[config.mk]
export PLATFORM = sky130hd
export DESIGN_NAME = addsub_core_seq
export DESIGN_NICKNAME = d
export VERILOG_FILES = /design/src/rtl/addsub_core_seq.sv
export SDC_FILE = /design/constraint.sdc
export NUM_CORES = 1
export LEC_CHECK = 0
export ABC_AREA = 1
export CAP_MARGIN = 5
export CORE_ASPECT_RATIO = 1.4
export CORE_UTILIZATION = 60
export CTS_CLUSTER_DIAMETER = 40
export DETAILED_ROUTE_END_ITERATION = 7
export PLACE_DENSITY_LB_ADDON = 0.12
export SYNTH_ARGS = -nofsm -noshare
export SYNTH_HDL_FRONTEND = slang
export SYNTH_SLANG_ARGS = --single-unit
[constraint.sdc]
create_clock -name clk -period 4.9 [get_ports clk]
set_input_delay 0.98 -clock clk [delete_from_list [all_inputs] [get_ports clk]]
set_output_delay 0.98 -clock clk [all_outputs]
set_load 0.1 [all_outputs]
[src/rtl/addsub_core_seq.sv]
// addsub_core_seq: multi-cycle IEEE-754 single-precision add/subtract core.
// Handles only the normal-operand path: unpack, align, add/sub, normalize,
// and round-to-nearest-even. Zero/Inf/NaN operands produce a deterministic
// zero here because a later stage replaces the result for those operands.
// Handshake is valid/ready on both sides, with one operation in flight.
// Optional status flags are enabled by defining the macro ADDSUB_STATUS_EN.
module addsub_core_seq #(
  parameter int NORM_MAX = 26
) (
  input  logic        clk,
  input  logic        rst_n,
  input  logic        in_valid,
  output logic        in_ready,
  input  logic        op,
  input  logic [31:0] A,
  input  logic [31:0] B,
  output logic        out_valid,
  input  logic        out_ready,
  output logic [31:0] temp_result
`ifdef ADDSUB_STATUS_EN
  ,
  output logic        flag_ovf,
  output logic        flag_unf,
  output logic        flag_inexact
`endif
);

  localparam int CW = $clog2(NORM_MAX + 1);

  typedef enum logic [2:0] {
    IDLE,
    ALIGN,
    ADD,
    NORM,
    ROUND,
    DONE
  } state_t;

  state_t state, state_next;

  logic [31:0]       a_reg, b_reg;
  logic              op_reg;
  logic [26:0]       x_mant, y_mant;
  logic              res_sign;
  logic              eff_sub;
  logic signed [9:0] exp_w;
  logic [27:0]       mant;
  logic [CW-1:0]     norm_cnt;

  // Unpack the registered operands.
  // The larger magnitude becomes X so that the subtraction never goes negative.
  logic        sign_a, sign_b, special, a_ge_b;
  logic [7:0]  exp_a, exp_b, x_exp, y_exp, diff;
  logic [22:0] x_frac, y_frac;
  logic        x_sign;
  logic [26:0] y_full, y_shr, y_mask, y_aligned;
  logic        y_lost;

  // Swap and align. Bits shifted out of Y are collapsed into its sticky bit.
  always_comb begin
    sign_a  = a_reg[31];
    sign_b  = b_reg[31] ^ op_reg;
    exp_a   = a_reg[30:23];
    exp_b   = b_reg[30:23];
    special = (exp_a == 8'h00) || (exp_a == 8'hFF) ||
              (exp_b == 8'h00) || (exp_b == 8'hFF);
    a_ge_b  = (a_reg[30:0] >= b_reg[30:0]);
    x_exp   = a_ge_b ? exp_a : exp_b;
    y_exp   = a_ge_b ? exp_b : exp_a;
    x_frac  = a_ge_b ? a_reg[22:0] : b_reg[22:0];
    y_frac  = a_ge_b ? b_reg[22:0] : a_reg[22:0];
    x_sign  = a_ge_b ? sign_a : sign_b;
    diff    = x_exp - y_exp;
    y_full  = {1'b1, y_frac, 3'b000};
    y_shr   = y_full >> diff;
    y_mask  = (27'h1 << diff) - 27'h1;
    y_lost  = |(y_full & y_mask);
    if (diff >= 8'd27) begin
      y_aligned = 27'h1;
    end else begin
      y_aligned = {y_shr[26:1], y_shr[0] | y_lost};
    end
  end

  // Add or subtract the aligned mantissas. The extra top bit catches the carry.
  logic [27:0] sum;
  always_comb begin
    if (eff_sub) begin
      sum = {1'b0, x_mant} - {1'b0, y_mant};
    end else begin
      sum = {1'b0, x_mant} + {1'b0, y_mant};
    end
  end

  // Round to nearest even, renormalize on mantissa overflow, and then
  // replace the result with Inf or a flushed zero when the exponent is out of range.
  logic              g_bit, r_bit, s_bit, lsb_bit, inc;
  logic [24:0]       rnd;
  logic [23:0]       r_mant;
  logic signed [9:0] r_exp;
  logic              ovf, unf;
  logic [31:0]       round_word;
  always_comb begin
    g_bit   = mant[2];
    r_bit   = mant[1];
    s_bit   = mant[0];
    lsb_bit = mant[3];
    inc     = g_bit & (r_bit | s_bit | lsb_bit);
    rnd     = {1'b0, mant[26:3]} + {24'h0, inc};
    if (rnd[24]) begin
      r_mant = rnd[24:1];
      r_exp  = exp_w + 10'sd1;
    end else begin
      r_mant = rnd[23:0];
      r_exp  = exp_w;
    end
    ovf = (r_exp >= 10'sd255);
    unf = !ovf && (r_exp <= 10'sd0) && (mant[26:0] != 27'h0);
    if (ovf) begin
      round_word = {res_sign, 8'hFF, 23'h0};
    end else if (r_exp <= 10'sd0) begin
      round_word = {res_sign, 31'h0};
    end else begin
      round_word = {res_sign, r_exp[7:0], r_mant[22:0]};
    end
  end

  // Normalization is complete when there is a carry, the mantissa is zero,
  // the leading one is already at bit 26, or the iteration budget is used up.
  logic norm_done;
  always_comb begin
    norm_done = mant[27] || (mant == 28'h0) || mant[26] ||
                (norm_cnt == CW'(NORM_MAX));
  end

  // State register.
  always_ff @(posedge clk) begin
    if (!rst_n) begin
      state <= IDLE;
    end else begin
      state <= state_next;
    end
  end

  // Next-state logic and handshake outputs.
  always_comb begin
    state_next = state;
    in_ready   = 1'b0;
    out_valid  = 1'b0;
    case (state)
      IDLE: begin
        in_ready = 1'b1;
        if (in_valid) state_next = ALIGN;
      end
      ALIGN:   state_next = special ? DONE : ADD;
      ADD:     state_next = NORM;
      NORM:    if (norm_done) state_next = ROUND;
      ROUND:   state_next = DONE;
      DONE: begin
        out_valid = 1'b1;
        if (out_ready) state_next = IDLE;
      end
      default: state_next = IDLE;
    endcase
  end

  // Datapath registers. Each stage updates only its own working values.
  // The result word is written only in ROUND or on the special-operand shortcut,
  // so it stays stable through DONE and afterwards.
  always_ff @(posedge clk) begin
    if (!rst_n) begin
      a_reg       <= 32'h0;
      b_reg       <= 32'h0;
      op_reg      <= 1'b0;
      x_mant      <= 27'h0;
      y_mant      <= 27'h0;
      res_sign    <= 1'b0;
      eff_sub     <= 1'b0;
      exp_w       <= 10'sd0;
      mant        <= 28'h0;
      norm_cnt    <= '0;
      temp_result <= 32'h0;
    end else begin
      case (state)
        IDLE: begin
          if (in_valid) begin
            a_reg  <= A;
            b_reg  <= B;
            op_reg <= op;
          end
        end
        ALIGN: begin
          x_mant   <= {1'b1, x_frac, 3'b000};
          y_mant   <= y_aligned;
          res_sign <= x_sign;
          eff_sub  <= sign_a ^ sign_b;
          exp_w    <= {2'b00, x_exp};
          norm_cnt <= '0;
          if (special) temp_result <= 32'h0;
        end
        ADD: begin
          mant <= sum;
        end
        NORM: begin
          if (mant[27]) begin
            mant  <= {1'b0, mant[27:2], mant[1] | mant[0]};
            exp_w <= exp_w + 10'sd1;
          end else if (mant == 28'h0) begin
            res_sign <= 1'b0;
            exp_w    <= 10'sd0;
          end else if (mant[26]) begin
            mant <= mant;
          end else if (norm_cnt == CW'(NORM_MAX)) begin
            mant     <= 28'h0;
            res_sign <= 1'b0;
            exp_w    <= 10'sd0;
          end else begin
            mant     <= {mant[26:0], 1'b0};
            exp_w    <= exp_w - 10'sd1;
            norm_cnt <= norm_cnt + CW'(1);
          end
        end
        ROUND: begin
          temp_result <= round_word;
        end
        default: begin
        end
      endcase
    end
  end

`ifdef ADDSUB_STATUS_EN
  // Status flags are captured with the rounded result and cleared when a new operation is accepted.
  always_ff @(posedge clk) begin
    if (!rst_n) begin
      flag_ovf     <= 1'b0;
      flag_unf     <= 1'b0;
      flag_inexact <= 1'b0;
    end else if (state == IDLE && in_valid) begin
      flag_ovf     <= 1'b0;
      flag_unf     <= 1'b0;
      flag_inexact <= 1'b0;
    end else if (state == ROUND) begin
      flag_ovf     <= ovf;
      flag_unf     <= unf;
      flag_inexact <= g_bit | r_bit | s_bit | ovf | unf;
    end
  end
`endif

endmodule

# Word-level counts from Yosys, hierarchy flattened
# Cells that the tools add are included.
dict set report totals {
  input_bits 69
  wordCells 118
  reg_bits 196
  output_inout_bits 34
}
dict set report classes {
  n_eq_ne 21
  reduce_logical 22
  bitwise 7
  order_cmp 4
  n_addsub 8
  shifts 2
  n_mux 40
}
# cell count
set ops {}
lappend ops {{$mux W27} 5}
lappend ops {{$mux W23} 3}
lappend ops {{$pmux W32 S2} 1}
lappend ops {{$mux W31} 2}
lappend ops {{$pmux W28 S2} 1}
lappend ops {{$mux W10} 5}
lappend ops {{$mux W32} 1}
lappend ops {{$ge A31 B31 Y1} 1}
lappend ops {{$add A27 B27 Y28} 1}
lappend ops {{$logic_not A28 Y1} 1}
lappend ops {{$mux W28} 1}
lappend ops {{$sub A27 B27 Y28} 1}
lappend ops {{$and A27 B27 Y27} 1}
lappend ops {{$reduce_or A27 Y1} 1}
lappend ops {{$shl A1 B8 Y27 const A} 1}
lappend ops {{$shr A27 B8 Y27} 1}
lappend ops {{$sub A27 B1 Y27 const B} 1}
lappend ops {{$add A24 B1 Y25} 1}
lappend ops {{$mux W5} 4}
lappend ops {{$pmux W10 S2} 1}
lappend ops {{$pmux W3 S6} 1}
lappend ops {{$eq A8 B8 Y1 const B} 2}
lappend ops {{$logic_not A8 Y1} 2}
lappend ops {{$mux W8} 2}
lappend ops {{28 further kinds} 63}

# Logic depth before layout (Yosys ltp)
# Gate-level depths: netlist of the first run.
dict set report depth {
  ltp_word 9
  ltp_mapped 36
  depth_no_buf 36
}

# Worst setup path before layout of the first run
# No wires, ideal clock.
dict set report synth_timing {
  kind {register to register}
  startpoint {register b_reg[29]}
  endpoint {register y_mant[0]}
  arrival_time_ps 3492
  setup_time_ps 109
  required_time_ps 4791
  path_buffers 0
  path_slack_ps 1299
  synth_period_minus_slack_ps 3601
  path_stages_with_launch 31
  cell_sequence {dfxtp_1 -> inv_1 -> ha_1 -> nand2_1 -> nor2_2 -> nand4_1 -> a21oi_1 -> nor2_4 -> nand3_1 -> nand3_1 -> ha_1 -> inv_1 -> nand2_2 -> nand2_1 -> nand2_1 -> xnor2_2 -> nand2_2 -> nor2_4 -> nand4_1 -> nand2_1 -> inv_2 -> nand2_1 -> nor2_1 -> nand3_1 -> nand2_1 -> nor2_1 -> nand3_1 -> nor2_1 -> nand3_1 -> nand2_1 -> inv_1}
}
dict set report synth_between {
  elab_chain_cells 9
  elab_cells_between_ends 13
  cone_classes {2 x add/sub; 2 x order compare; 2 x shift; 4 x mux; 2 x bitwise; 1 x reduce/logical}
}
# element line_no
set synth_lines {}
lappend synth_lines {{from (decl)} 41} ;# logic [31:0] a_reg, b_reg;
lappend synth_lines {{from (signal assigned)} 173} ;# b_reg <= 32'h0;
lappend synth_lines {{from (signal assigned)} 188} ;# b_reg <= B;
lappend synth_lines {{$ge A31 B31 Y1} 67} ;# a_ge_b = (a_reg[30:0] >= b_reg[30:0]);
lappend synth_lines {{$mux W8, on equally long branches} {68, 69}}
lappend synth_lines {{$sub A8 B8 Y8} 73} ;# diff = x_exp - y_exp;
lappend synth_lines {{$shl A1 B8 Y27} 76} ;# y_mask = (27'h1 << diff) - 27'h1;
lappend synth_lines {{$sub A27 B1 Y27} 76}
lappend synth_lines {{$and A27 B27 Y27} 77} ;# y_lost = |(y_full & y_mask);
lappend synth_lines {{$reduce_or A27 Y1} 77}
lappend synth_lines {{$or A1 B1 Y1} 81} ;# y_aligned = {y_shr[26:1], y_shr[0] | y_lost};
lappend synth_lines {{$mux W27 (*)} 78} ;# if (diff >= 8'd27) begin
lappend synth_lines {{to (signal assigned)} 194} ;# y_mant <= y_aligned;
lappend synth_lines {{to (decl)} 43} ;# logic [26:0] x_mant, y_mant;
# Mark *: on every way between the ends. The rest lies on a longest branch, timed or not.
# A chain may end at the register's enable or synchronous reset.

# Worst setup path after layout of the first run
dict set report layout_timing {
  startpoint {register b_reg[6]}
  endpoint {register y_mant[0]}
}
# Same word-level chain as after synthesis.

==> results of run 1 <==
[logic make-up (layout without fill, tap and decap cells)]
| family | after synthesis | after routing | share of synthesized area |
|---|---|---|---|
| AOI/OAI and AO/OA | 584 | 584 | 0.2349 |
| muxes | 4 | 4 | 0.002829 |
| adders and majority gates | 87 | 87 | 0.07745 |
| and+or+nand+nor | 927 | 927 | 0.2852 |
| xor gates and xnor gates | 35 | 35 | 0.02405 |
| other | 0 | 1 | 0 |
| DFF | 196 | 196 | 0.2773 |
| buffers and inverters | 361 | 431 | 0.09831 |
[metal layers]
| metal | track usage | routed length [um] | vias up |
|---|---|---|---|
| li1 | - | - | 7573 |
| met5 | 0 | 0 | - |
| met1 | 0.4132 | 17580 | 7120 |
| met2 | 0.7276 | 24500 | 781 |
| met3 | 0.07417 | 3143 | 237 |
| met4 | 0.2851 | 3330 | 0 |
[synth_stat cells (11+ instances only)]
library cell / instances
inv_1: 247
a21oi_1: 213
o31ai_1: 25
nand2_2: 12
nor4_1: 11
nand3_1: 137
buf_1: 13
a221oi_1: 32
xor2_1: 29
nor2_1: 175
nor3_1: 35
o211ai_1: 17
o21ai_0: 207
dfxtp_1: 196
nand2_1: 469
clkbuf_1: 81
o22ai_1: 21
a31oi_1: 15
nand4_1: 50
ha_1: 86
o21ai_1: 11
[final timing paths]
kind | to | slack [ns] | cells after the start
setup / recovery | y_mant[0] | 0.39 | 30
hold reg to reg | temp_result[25] | 0.47 | 2
hold / removal | temp_result[25] | 0.47 | 2
setup reg to reg | y_mant[0] | 0.39 | 30
[stage by stage]
step | worst slack, ns | std cells | area (sq um) | util
after floorplan | 1.299 | 2194 | 14150 | -
after global placement | 0.3871 | 2537 | 15430 | 0.6651
after detailed placement | 0.3757 | 2537 | 15430 | 0.6651
after CTS | 0.3631 | 2569 | 16070 | 0.6925
after global routing | 0.01286 | 2571 | 16090 | 0.6935
final | 0.3921 | 2571 | 16090 | 0.6935
[repair_timing]
item	CTS	global route
setup endpoints to repair	0	14
buffers inserted	0	1
gates resized for setup	0	4
endpoints found under the hold margin	0	0
[worst max-delay path: cells and delay by family, from the launching register on]
kind,cells,cell delay [ns]
AOI/OAI and AO/OA,2,0.44
xor gates and xnor gates,1,0.17
adders and majority gates,2,0.50
buffers and inverters,6,0.49
DFF,1,0.35
and+or+nand+nor,19,2.44
[final cells by class]
type / count / area (sq um) / area share
tap: 306 / 382.9 / 0.02379
clock buffer: 17 / 425.4 / 0.02644
timing repair buffer: 143 / 1324 / 0.08226
antenna: 1 / 2.502 / 0.0001555
inverter: 256 / 960.9 / 0.05972
sequential: 196 / 3924 / 0.2438
clock inverter: 15 / 210.2 / 0.01306
multi-input combinational: 1637 / 8862 / 0.5507
==> impl_metrics.yaml, run 1 <==
hold_path:
  hold_class: "flip-flop to flip-flop"
  min_from: "temp_result[25]"
route:
  route.detailed.drc: 0
  firstDrtPassIters: 6
  routed_wl_um: 48560
  routedWlPerCell_um: 18.89
  drt_first_iter_violations: 1434
  ant_nets: 0
  vias: 15710
  via_per_inst: 6.111
timing:
  rsz0062_at_grt: "no"
  slew_viol_final: 0
  hold_viol_final: 0
  fin_crit_ns: 4.508
  skew_ns: 0.01651
  relSlewSlack: 0.3012
  whs_ns: 0.4705
  timing.fmax_ghz: 0.2218
  finalSetupViolations: 0
  fin_crit_sh: 0.9200
  tightest_slew_ns: 1.046
  fin_setup_tns_ns: 0
final_layout:
  n_fill_cell: 2036
  area_delta_synth_final_pct: 13.70
  mostFrequentLayoutCell: "nand2_1"
  final_cell_mix: "nand2_1, inv_1, a21oi_1"
  final_layout_size_suffix_gt1_frac: 0.05654
  fin_nets: 2407
worst_setup_path:
  crit_top_cell: "nand2_1"
  worstSetupStartpointType: "flip-flop"
  crit_type: "flip-flop to flip-flop"
  cp_slowest_cell: "dfxtp_1"
  crit_required_ns: 5.25
  cpPeakStageDelay_ns: 0.35
  cp.arrival_ns: 4.86
  end_kind: "flip-flop"
  worstSetupStartpoint: "b_reg[6]"
  crit_path_max_fanout: 10
  r2r-start: "b_reg[6]"
clock_tree:
  htreeDepth: 4
  clk_pin_slew_ns: 0.08
  cts_root_buf: "clkbuf_16"
  clockBufferDepth: 2
  clk_latency_ns: 0.46
  cts_made_buffers: 17
  hold_buffers: 0
  clkSinkCount: 196
  cts_tree: "done"
yosys:
  synth_ff_type: "dfxtp_1"
  synth_cell_types: 51
  synth-edff-count: 0
  synth_area_sq_um: 14150
  yosysTopAreaCell: "dfxtp_1"
  synth-seq-area-share: 0.2773
  synth_seq_cells: 196
  synth_top_area_share: 0.2773
  synthTopCellsByArea: "dfxtp_1, nand2_1, ha_1, a21oi_1, o21ai_0"
  synthArstFlopShare: 0
  synthCells: 2194
  avgSynthCellArea_sq_um: 6.450
  yosys_warnings: 0
  syn-num-nets: 2350
placed_design:
  hpwl_um: 37650
  gp_congestion: 1.069
  io_buffers: 102
global_route:
  grt_max_degree: 110
  grt_usage: 0.4001
  grt_pass1_wl_um: 75930
  grt_pass1_vias: 14820
  grt_antenna_before_repair: 1
  grt_overflow: 0
outcome:
  status: "finished clean"
floorplanning:
  die_x_um: 131.8
  rows: 66
  ios: 103
  die_y_um: 183.7
  dieArea_sq_um: 24210
  core_sq_um: 23200
  start_util: 0.6099
run:
  max_cap_violations: 0
Power of run 1 is not shown: default switching activity piles up to over one toggle a cycle in this logic, so the estimate is an artifact.
==> run 2: changes to the inputs <==
--- a/config.mk
+++ b/config.mk
@@ -11,6 +11,7 @@
 export CORE_UTILIZATION = 60
 export CTS_CLUSTER_DIAMETER = 40
 export DETAILED_ROUTE_END_ITERATION = 7
+export GPL_ROUTABILITY_DRIVEN = 0
 export PLACE_DENSITY_LB_ADDON = 0.12
 export SYNTH_ARGS = -nofsm -noshare
 export SYNTH_HDL_FRONTEND = slang
==> impl_metrics.yaml, run 2 (synthesis gave the netlist of run 1 again) <==
hold_path:
  hold_end: "temp_result[11]"
  hold_class: "flip-flop to flip-flop"
  min_path_cells: 2
  min_from: "temp_result[11]"
placed_design:
  hpwl_um: 34190
  place_inst: 2523
  placed_area_sq_um: 15330
  io_buffers: 102
route:
  routedWlPerCell_um: 17.29
  ant_nets: 0
  routed_wl_um: 44230
  via_per_inst: 6.024
  drt_first_iter_violations: 1293
  firstDrtPassIters: 6
  route.detailed.drc: 0
  vias: 15410
floorplanning:
  die_y_um: 183.7
  dieArea_sq_um: 24210
  start_util: 0.6099
  core_sq_um: 23200
  ios: 103
  rows: 66
  die_x_um: 131.8
clock_tree:
  clk_pin_slew_ns: 0.08
  clockBufferDepth: 2
  htreeDepth: 4
  cts_tree: "done"
  cts_made_buffers: 17
  cts_root_buf: "clkbuf_16"
  clkSinkCount: 196
  clk_latency_ns: 0.46
global_route:
  grt_max_degree: 101
  grt_util_met2: 0.6679
  grt_use_met3: 0.06038
  grt_overflow: 0
  grt_usage: 0.3647
  grt_pass1_wl_um: 70780
  grt-busiest-layer: "met2"
  grt_pass1_vias: 14660
  grtUsageMet1: 0.3676
  grt_antenna_before_repair: 2
timing:
  relSlewSlack: 0.2664
  finalSetupViolations: 0
  slew_viol_final: 0
  fin_crit_ns: 4.706
  fin_crit_sh: 0.9604
  hold_viol_final: 0
  skew_ns: 0.01281
  fin_setup_tns_ns: 0
  timing.fmax_ghz: 0.2125
  rsz0062_at_grt: "no"
  tightest_slew_ns: 1.089
final_layout:
  fin_nets: 2393
  mostFrequentLayoutCell: "nand2_1"
  final_cell_mix: "nand2_1, inv_1, a21oi_1"
  fin_util: 0.6888
  fin_cells: 2558
  final_cell_area_sq_um: 15980
  final_layout_size_suffix_gt1_frac: 0.05333
  area_delta_synth_final_pct: 12.94
worst_setup_path:
  crit_top_cell: "nand2_1"
  crit_type: "flip-flop to flip-flop"
  reg2regPathDepth: 31
  crit_path_max_fanout: 15
  regToRegEndpoint: "y_mant[0]"
  cp.arrival_ns: 5.07
  worstSetupStartpointType: "flip-flop"
  cpPeakStageDelay_ns: 0.37
  crit_required_ns: 5.26
  r2r-start: "b_reg[6]"
  reg2reg_slack_ns: 0.19
  end_kind: "flip-flop"
  cp_slowest_cell: "dfxtp_1"
outcome:
  status: "finished clean"
run:
  max_cap_violations: 0
-- run 2: cell count changes in the layout (fill, tap and decap cells not counted), moves of 2 or more --
cell	before	now
clkinv_8	6	4
inv_6	3	6
buf_4	41	27
ha_2	0	3
ha_1	86	83
nand2_1	468	466
-- run 2: per-stage QoR --
step / setup slack, ns / hold slack (ns)
final: 0.1941 / 0.4675
after global routing: 0.01052 / 0.4842
after CTS: 0.1426 / 0.4682
after detailed placement: 0.1567 / 0.4563
after global placement: 0.2709 / 0.4503
after floorplan: 1.299 / 0.4393
-- run 2: per-layer routing --
metal | wire, um | vias up | part of all wire
met5 | 0 | - | 0
met2 | 22140 | 671 | 0.50
met4 | 3279 | 0 | 0.074
met1 | 16210 | 6987 | 0.37
met3 | 2599 | 227 | 0.059
li1 | - | 7525 | -
-- run 2: worst max-delay path, delay by kind of cell, from the launching register on --
kind	cells	cell delay (ns)
AND/OR/NAND/NOR	23	2.79
buffers and inverters	4	0.25
adder cells (fa/ha/maj)	2	0.51
XOR/XNOR	1	0.35
AO/OA/AOI/OAI	1	0.32
flip-flops	1	0.37
-- run 2: timing repair --
item | in CTS | in global routing
buffers inserted | 0 | 1
endpoints found under the setup margin | 0 | 19
endpoints found under the hold margin | 0 | 0
gates resized for setup | 0 | 12
hold buffers | 0 | 0
-- run 2: cell type report --
type | instances | area, sq um
Fill cell | 2096 | 7221
Timing Repair Buffer | 129 | 1219
Inverter | 256 | 960.9
Multi-Input combinational cell | 1637 | 8891
Antenna cell | 2 | 5.005
Tap cell | 306 | 382.9
Clock buffer | 17 | 425.4
Clock inverter | 15 | 176.4
Sequential cell | 196 | 3924
-- run 2: worst max path at each step --
| stage | endpoint | slack [ns] | start |
|---|---|---|---|
| after detailed placement | y_mant[0] | 0.16 | b_reg[6] |
| after global routing | y_mant[1] | 0.01 | b_reg[6] |
| after CTS | y_mant[0] | 0.14 | b_reg[6] |
| final | y_mant[0] | 0.19 | b_reg[6] |
| after floorplan | y_mant[0] | 1.30 | b_reg[29] |
| after global placement | y_mant[0] | 0.27 | b_reg[6] |
Power of run 2 is left out for the same reason.
==> edit: new RTL, flow settings as in run 1 <==
Build with the macro `ADDSUB_STATUS_EN` defined.
--- a/src/rtl/addsub_core_seq.sv
+++ b/src/rtl/addsub_core_seq.sv
@@ -4,6 +4,8 @@
 // zero here because a later stage replaces the result for those operands.
 // Handshake is valid/ready on both sides, with one operation in flight.
 // Optional status flags are enabled by defining the macro ADDSUB_STATUS_EN.
+`define ADDSUB_STATUS_EN
+
 module addsub_core_seq #(
   parameter int NORM_MAX = 26
 ) (
Formal check against the unedited RTL (old outputs only; new: flag_inexact, flag_ovf and flag_unf): equivalent (equiv_simple and equiv_induct, registers matched by name and starting in step).
==> edit against run 1 <==
First-iteration DRC count shrank 5.2%; synthesized area rose by 3.0%; clock skew up 7.3 ps; die area up 3.0%; wire length shrank 0.42%; fmax shrank 1.5%; final area increased by 2.4%; sequential cell count rose by 3; setup slack got worse by 70 ps.
Power is not shown: default switching activity piles up to over one toggle a cycle in this logic, so the estimate is an artifact.
==> edit: results (changes against run 1) <==
| Metric | Value |
|---|---|
| Reg clk slew, reported paths | 80 ps (about the same) |
| # diodes | 0 (-1) |
| Post-Synthesis Mean Instance Area | 6.41 sq um (-0.67%) |
| Placed wire-length estimate | 37,800 microns (+0.27%) |
| Largest fanout on the critical path | 19 (+9) |
| Total GRT Usage | 39.1% (-0.94 points) |
| PortBufs | 105 (+2.9%) |
| TritonCTS Buffers | 17 (unchanged) |
| Iter 0 DRT Violations | 1,359 (-5.2%) |
| Met2 WL | 24,000 microns (-2.0%) |
| Status | complete, no violations |
| Top cells by area, synth | dfxtp_1, nand2_1, a21oi_1, ha_1, o21ai_0 |
| Vias/cell | 6.06 (-0.88%) |
| Critical path's slowest cell | xor2_1 |
| Worst clock skew | 23.8 ps (+7.32 ps) |
| Clock buffer depth | 2 (unchanged) |
| DR top layer | met4 |
| Post-CTS Resized | 0 (unchanged) |
| Share of cells above drive strength 1 | 6.05% (+0.40 points) |
| Mapped Nets | 2,431 (+3.4%) |
| DR WL met3 | 3190 microns (+1.4%) |
| Nets | 2,473 (+2.7%) |
| First-pass GRT wire length | 77,400 microns (+1.9%) |
| WL/cell | 18.3 microns (-3.0%) |
| Slowest stage delay, CP | 450 ps (+100 ps) |
| RePlAce Congestion | 1.05 (-1.9%) |
| Synth unique cells | 55 (+7.8%) |
| Drt first pass iters | 7 (+1) |
| Placed insts | 2,608 (+2.8%) |
| Worst-margin pin slew | 1160 ps (+114 ps) |
| Critical Path AT | 4940 ps (+80 ps) |
| Initial antenna violation count | 0 (-1) |
| Final WL | 48,400 microns (-0.42%) |
| M1 WL | 17,700 microns (+0.92%) |
| Synth cell count leaders | nand2_1, inv_1, a21oi_1 |
| H-tree depth | 4 (unchanged) |
| Post-synthesis sequential area ratio | 27.3% (-0.39 points) |
| Vias in the first global route | 15.1k (+1.8%) |
| Largest net degree at the start of global routing | 106 (-3.6%) |
| Placed Area | 15,800 sq um (+2.5%) |
## edit: cell types whose count changed in the layout (fill, tap and decap cells not counted), moves of 7 or more
cell / delta
o31ai_1: -11
o21ai_0: +7
a31oi_1: +18
nand4_1: +11
a32oi_1: +19
inv_1: +21
a221oi_1: -32
nand2_1: -7
nand3_1: +18
## edit: logic make-up after synthesis
family | share of synthesized area, %
muxes | 0.137
buffers and inverters | 10.7
and+or+nand+nor | 28.8
adders and majority gates | 7.52
AOI/OAI and AO/OA | 23.0
xor gates and xnor gates | 2.45
DFF | 27.3
## edit: worst paths after layout
path / slack, ps / to / cells after the start / start
setup / recovery: 320 / y_mant[0] / 27 / b_reg[28]
hold / removal: 470 / temp_result[31] / 2 / temp_result[31]
setup reg to reg: 320 / y_mant[0] / 27 / b_reg[28]
hold reg to reg: 470 / temp_result[31] / 2 / temp_result[31]
## edit: layer usage
layer	GRT usage, %	vias up
met5	0	-
met4	25.9	0
met3	5.76	195
met2	69.0	705
met1	42.9	7330
li1	-	7761
## edit: layout make-up
class                   count  area (sq um)
multi-input cells        1671          9080
repair buffers            145          1350
inverters                 283          1060
flip-flops and latches    199          3980
well taps                 310           388
clock inverters            13           165
clock buffers              19           453
fillers                  2124          7410
## edit: worst min-delay path, stage by stage, from the launching register on
cell and delay (ps):
dfxtp_1 320, nand2_1 60, a21oi_1 50
## edit: metrics by stage
stage               worst slack (ps)  hold slack (ps)
floorplan                       1270              444
global placement                 380              452
detailed placement               240              458
CTS                              226              469
global route                   -85.5              488
finish                           323              467
